### src/rtl/pending_encoder8_3.sv
// Pending-request set with round-robin index encoder and a saturating
// count of accepted pops. Outputs decode registered state only.
module pending_encoder8_3 (
  input  logic       clk,
  input  logic       reset,
  input  logic [7:0] req,
  input  logic       enable,
  input  logic       ready,
  output logic       valid,
  output logic [2:0] idx,
  output logic [7:0] onehot,
  output logic [7:0] pending,
  output logic [3:0] served
);

  localparam int unsigned NREQ  = 8;
  localparam int unsigned IDX_W = 3;
  localparam int unsigned CNT_W = 4;

  localparam logic [IDX_W-1:0] PTR_RST = 3'd7;
  localparam logic [CNT_W-1:0] CNT_MAX = 4'hF;

  logic [NREQ-1:0]  r_pend;
  logic [IDX_W-1:0] r_ptr;
  logic [CNT_W-1:0] r_cnt;

  logic             w_valid;
  logic             w_found;
  logic [IDX_W-1:0] w_idx;
  logic [NREQ-1:0]  w_onehot;
  logic             w_pop;
  logic [NREQ-1:0]  w_pend_nxt;

  // Round-robin scan starting just after the last served bit, ending at it.
  always_comb begin
    logic [IDX_W-1:0] pos;
    w_found = 1'b0;
    w_idx   = '0;
    pos     = '0;
    for (int k = 1; k <= NREQ; k++) begin
      pos = IDX_W'(r_ptr + IDX_W'(k));
      if (!w_found && r_pend[pos]) begin
        w_found = 1'b1;
        w_idx   = pos;
      end
    end
  end

  // Output decode, gated so idx/onehot read zero when nothing is pending.
  always_comb begin
    w_valid  = |r_pend;
    w_onehot = w_valid ? NREQ'(NREQ'(1) << w_idx) : '0;
    w_pop    = w_valid & ready;
    // Clear the popped bit first so a same-cycle re-request keeps it set.
    w_pend_nxt = (r_pend & ~(w_pop ? w_onehot : '0)) | (enable ? req : '0);
  end

  // State update: reset overrides any capture or pop in the same cycle.
  always_ff @(posedge clk) begin
    if (reset) begin
      r_pend <= '0;
      r_ptr  <= PTR_RST;
      r_cnt  <= '0;
    end else begin
      r_pend <= w_pend_nxt;
      if (w_pop) begin
        r_ptr <= w_idx;
        if (r_cnt != CNT_MAX) begin
          r_cnt <= CNT_W'(r_cnt + CNT_W'(1));
        end
      end
    end
  end

  assign valid   = w_valid;
  assign idx     = w_valid ? w_idx : '0;
  assign onehot  = w_onehot;
  assign pending = r_pend;
  assign served  = r_cnt;

endmodule

### config.mk
export PLATFORM = sky130hd
export DESIGN_NAME = pending_encoder8_3
export DESIGN_NICKNAME = d
export VERILOG_FILES = /design/src/rtl/pending_encoder8_3.sv
export SDC_FILE = /design/constraint.sdc
export NUM_CORES = 1
export LEC_CHECK = 0
export ABC_AREA = 1
export CORE_ASPECT_RATIO = 0.5
export CORE_MARGIN = 5
export CORE_UTILIZATION = 40
export CTS_BUF_LIST = sky130_fd_sc_hd__clkbuf_4
export DETAILED_ROUTE_END_ITERATION = 8
export GPL_TIMING_DRIVEN = 0
export PLACE_DENSITY = 0.66
export SYNTH_ARGS = -nofsm -noshare
export SYNTH_HDL_FRONTEND = slang
export SYNTH_SLANG_ARGS = --single-unit
### constraint.sdc
create_clock -name clk -period 3.4 [get_ports clk]
set_input_delay 0.68 -clock clk [delete_from_list [all_inputs] [get_ports clk]]
set_output_delay 0.68 -clock clk [all_outputs]
set_load 0.01 [all_outputs]
* Yosys cells after proc, flatten, opt, wreduce, memory -nomap -nowiden
Cells that the tools add are included.
W data, S select, Z words.
** Word-level totals
- Bits in registers :: 15
- Word-level logic and storage cells :: 76
- Input port bits :: 12
- Output and inout bits :: 24
** Operators by class
- Mux-type cells :: 35
- Order comparisons :: 8
- Equal/unequal tests :: 1
- Reductions and logical operators :: 16
- Shifts and indexed selects :: 1
- Bitwise logic cells :: 4
- $add $sub $neg :: 8
** Operator list (count)
- $lt A3 B4 Y1 const B :: 8
- $mux W3 :: 9
- $bmux W1 S3 :: 8
- $mux W8 :: 3
- $mux W1 :: 15
- $add A3 B3 Y3 const B :: 4
- $and A8 B8 Y8 :: 1
- $not A8 Y8 :: 1
- $or A8 B8 Y8 :: 1
- $reduce_or A8 Y1 :: 1
- $shl A1 B3 Y8 const A :: 1
- $logic_and A1 B1 Y1 :: 7
- $logic_not A1 Y1 :: 7
- $add A3 B2 Y3 const B :: 2
- $add A4 B1 Y4 const B :: 1
- $ne A4 B4 Y1 const B :: 1
- $add A3 B1 Y3 const B :: 1
- $reduce_and A2 Y1 :: 1
- $and A1 B1 Y1 :: 1

* Logic depth before layout (Yosys ltp)
- Word-level depth :: 31
- Mapped depth :: 20
- Gate-level depth less buffers :: 19

* Worst setup path after synthesis
No wires, ideal clock.
- Path kind :: register to output
- Start :: reg r_ptr[0]
- End :: out onehot[0]
- Stages on the path, launching flop included :: 17
- Buffers on the path :: 1
- Setup slack :: 462 ps
- Data arrival time :: 2258 ps
- Required time :: 2720 ps
- Cell sequence :: dfxtp_1 > inv_2 > ha_1 > buf_2 > inv_2 > nand3_1 > nand3_2 > nand2_4 > nor2_8 > nand3_1 > nand2_1 > nand3_1 > nor2_2 > nand3_2 > nor2_1 > inv_1 > nor2_1
** On the way
- Longest elaborated chain between the ends :: 27
- Elaborated cells on any way between the ends :: 54
** RTL lines
- from (decl) :: line 24 : logic [IDX_W-1:0] r_ptr;
- from (signal assigned) :: line 67 : r_ptr <= w_idx;
- $add A3 B1 Y3 :: line 41 : pos = IDX_W'(r_ptr + IDX_W'(k));
- $bmux W1 S3 :: line 42 : if (!w_found && r_pend[pos]) begin
- $mux W1 (implied by the code) :: line 42
- $mux W1 :: line 42
- $logic_not A1 Y1 :: line 42
- $logic_and A1 B1 Y1 :: line 42
- $mux W1 :: line 42
- $logic_not A1 Y1 :: line 42
- (+11 left out)
- $logic_not A1 Y1 :: line 42
- $logic_and A1 B1 Y1 :: line 42
- $mux W1 :: line 42
- $logic_not A1 Y1 :: line 42
- $logic_and A1 B1 Y1 :: line 42
- $mux W3 * :: line 42
- $shl A1 B3 Y8 * :: line 52 : w_onehot = w_valid ? NREQ'(NREQ'(1) << w_idx) : '0;
- $mux W8 * :: line 52
- to (decl) :: line 11 : output logic [7:0] onehot,
Every way passes the cells marked *; elsewhere a longest branch is shown, timed or not. The select of a mux whose other input is x is not followed.

* Worst setup path after layout
- Start :: reg r_ptr[1]
- End :: out onehot[0]
Same word-level chain as after synthesis.

==> reports/results.tsv <==
metric	value	unit
post-synthesis register bit count	15	
CTS tree	built	
Hold Path Class	reg2reg	
GR Util All Layers	17.03	%
reg2reg start	r_ptr[1]	
Reg2Reg Setup Slack	0.89	ns
sequential share of the synthesized area	18.88	%
cts bufs inserted	3	
syn nets	265	
Sink Count	15	
worst setup margin	0.02583	ns
largest net degree at the start of global routing	11	
root buffer cell	clkbuf_4	
GRT busiest layer	met2	
per-cell routed wire length	13.23	µm
FMAX	296.4	MHz
M2 GR Usage	31.78	%
Clock Latency Late Sink	0.29	ns
Detail Route Antenna Nets	0	
CTS clk-pin slew, worst paths	0.10	ns
startpoint types	flop	
crit path max fanout	7	
Fin. Hold Viols	0	
Vias	1820	
DP HPWL	3.537	mm
first-pass GRT wire length	7.383	mm
hold path endpoint	served[0]	
final setup vio count	0	
final std cells w/o fill	362	
Initial Util	41.16	%
met1 global-route usage	21.96	%
MaxCap Viol Count	0	
Max Root-Sink Buffers	2	
met3 Use GR	1.654	%
Placed Instances	338	
Slew headroom	64.20	%
IO Port Bufs	34	
core area	0.003864	mm²
RSZ-0062 raised after global routing	yes	
HP Start	served[0]	
nets	324	
detailed-route DRC error count	0	
final slew viol count	0	
ratio of cells with drive above 1 in the final layout	36.36	%
Iteration-0 DRC Markers	91	
GP Congestion	0.8893	
Synth Instances	250	
H-tree levels	1	
row cnt	16	
io pins	36	
Hold WS	0.5102	ns
Final min period	3.374	ns
crit path kind	reg2out	
synthesized cell area	0.001590	mm²
die height	54.59	µm
r2r endpoint	pending[0]	
Detailed Route WL	4.788	mm
drt via density	5.028	
Req. time, crit path	2.72	ns
fillcell total	337	
pre-CTS setup slack	-0.2772	ns
R2R depth	17	
grt total ovfl	0	
Worst-Margin Slew	0.5370	ns
Die Area	0.005413	mm²
Ys Warns	0	
Synth cell types	39	
hold depth	2	
n_diodes	0	
Critical Path End Type	primary output	
number of global-route vias before repair	1633	
Critical Path AT	2.69	ns
DRT Pass-1 Iters	4	
status	complete, no violations	
clk_skew	0.01101	ns
Area Growth Syn to Fin	50.35	%
Synth Area per Inst	6.361	µm²
fin crit share	99.24	%
die width	99.17	µm
initial antenna violation count	0	
## layout make-up
| type | count | area, µm² | share of cell area (%) |
|---|---|---|---|
| Inverter | 29 | 127.6 | 5.338 |
| Clock inverter | 1 | 7.507 | 0.3140 |
| Clock buffer | 3 | 22.52 | 0.9419 |
| Tap cell | 54 | 67.56 | 2.826 |
| Buffer | 5 | 41.29 | 1.727 |
| Multi-Input combinational cell | 200 | 1361 | 56.93 |
| Sequential cell | 15 | 302.8 | 12.66 |
| Timing Repair Buffer | 55 | 460.4 | 19.26 |
## sequential cells by signal, indices dropped and copies added (netlist names)
register and flops:
pending 8, served 4, r_ptr 3
## worst max-delay path by stage
stage	start	end	slack, ns	cells past startpoint
6_report	r_ptr[1]	onehot[0]	0.03	17
5_1_grt	r_ptr[0]	onehot[6]	-0.14	17
4_1_cts	r_ptr[1]	onehot[6]	0.005	20
2_1_floorplan	r_ptr[0]	onehot[0]	0.46	16
3_5_place_dp	r_ptr[0]	onehot[6]	-0.28	17
3_3_place_gp	r_ptr[0]	onehot[0]	-0.23	17
## metal layers
metal | vias to the layer above | part of all wire, %
li1 | 947 | -
met1 | 821 | 48
met2 | 48 | 48
met3 | 4 | 3.5
met4 | 0 | 0.54
met5 | - | 0
## worst max-delay path: stages, from the launching register on
cell,delay [ns]
dfxtp_2,0.37
inv_4,0.06
ha_4,0.29
inv_8,0.09
nand3_1,0.11
nand2_1,0.14
nand2_2,0.07
nand2_2,0.14
nand4_4,0.14
nor2_4,0.23
nand2_1,0.10
nand2_2,0.08
nand2_2,0.06
nand2_4,0.13
inv_4,0.06
nand2_4,0.07
nor2_1,0.04
clkdlybuf4s15_2,0.22
## synthesized netlist by cell type, drive strengths merged
cell | instances | area (µm²)
a211oi | 1 | 7.510
a21oi | 13 | 80.07
a31oi | 2 | 18.77
and2 | 1 | 6.260
buf | 5 | 38.78
clkbuf | 1 | 3.750
clkinv | 2 | 8.750
dfxtp | 15 | 300.3
ha | 3 | 37.54
inv | 27 | 106.4
nand2 | 77 | 336.6
nand3 | 39 | 240.2
nand4 | 7 | 58.81
nor2 | 36 | 183.9
nor3 | 4 | 20.02
nor4 | 3 | 18.77
o211ai | 1 | 7.510
o21ai | 9 | 48.79
o31ai | 1 | 7.510
xnor2 | 2 | 43.80
xor2 | 1 | 16.27
## metrics by stage
step | TNS (ns) | cell area, µm² | util, %
after floorplan | 0 | 1590 | -
after global placement | -1.647 | 1998 | 51.72
after detailed placement | -2.057 | 1998 | 51.72
after CTS | 0 | 2166 | 56.06
after global routing | -0.8117 | 2391 | 61.88
final | 0 | 2391 | 61.88
## cell usage in the layout, fill, tap and decap left out, drive strengths merged, types with 2 or more instances in the layout
master / count
xnor2: 2
nand4: 7
nand2: 77
nor4: 3
clkdlybuf4s50: 23
nand3: 39
nor3: 4
inv: 27
a31oi: 2
a21oi: 13
buf: 32
dfxtp: 15
clkbuf: 5
nor2: 36
o21ai: 9
dlygate4sd2: 2
clkinv: 2
ha: 3
## cell families (layout without fill, tap and decap cells)
family	after synthesis	count (layout)	synth area share [%]
DFF	15	15	18.88
AOI/OAI and AO/OA	27	27	10.70
adders and majority gates	3	3	2.361
and+or+nand+nor	167	167	54.37
buffers and inverters	35	93	9.912
xor gates and xnor gates	3	3	3.777
## what timing repair did
action                                  4_1_cts  5_1_grt
buffers inserted                              9       12
hold buffers                                  0        0
pin swaps                                    11       15
endpoints found under the setup margin       11        9
gates resized for setup                      50       41
Power is left out: the tool's default activity adds up to more than one toggle a clock period on the data nets, which glitch-free logic cannot reach.
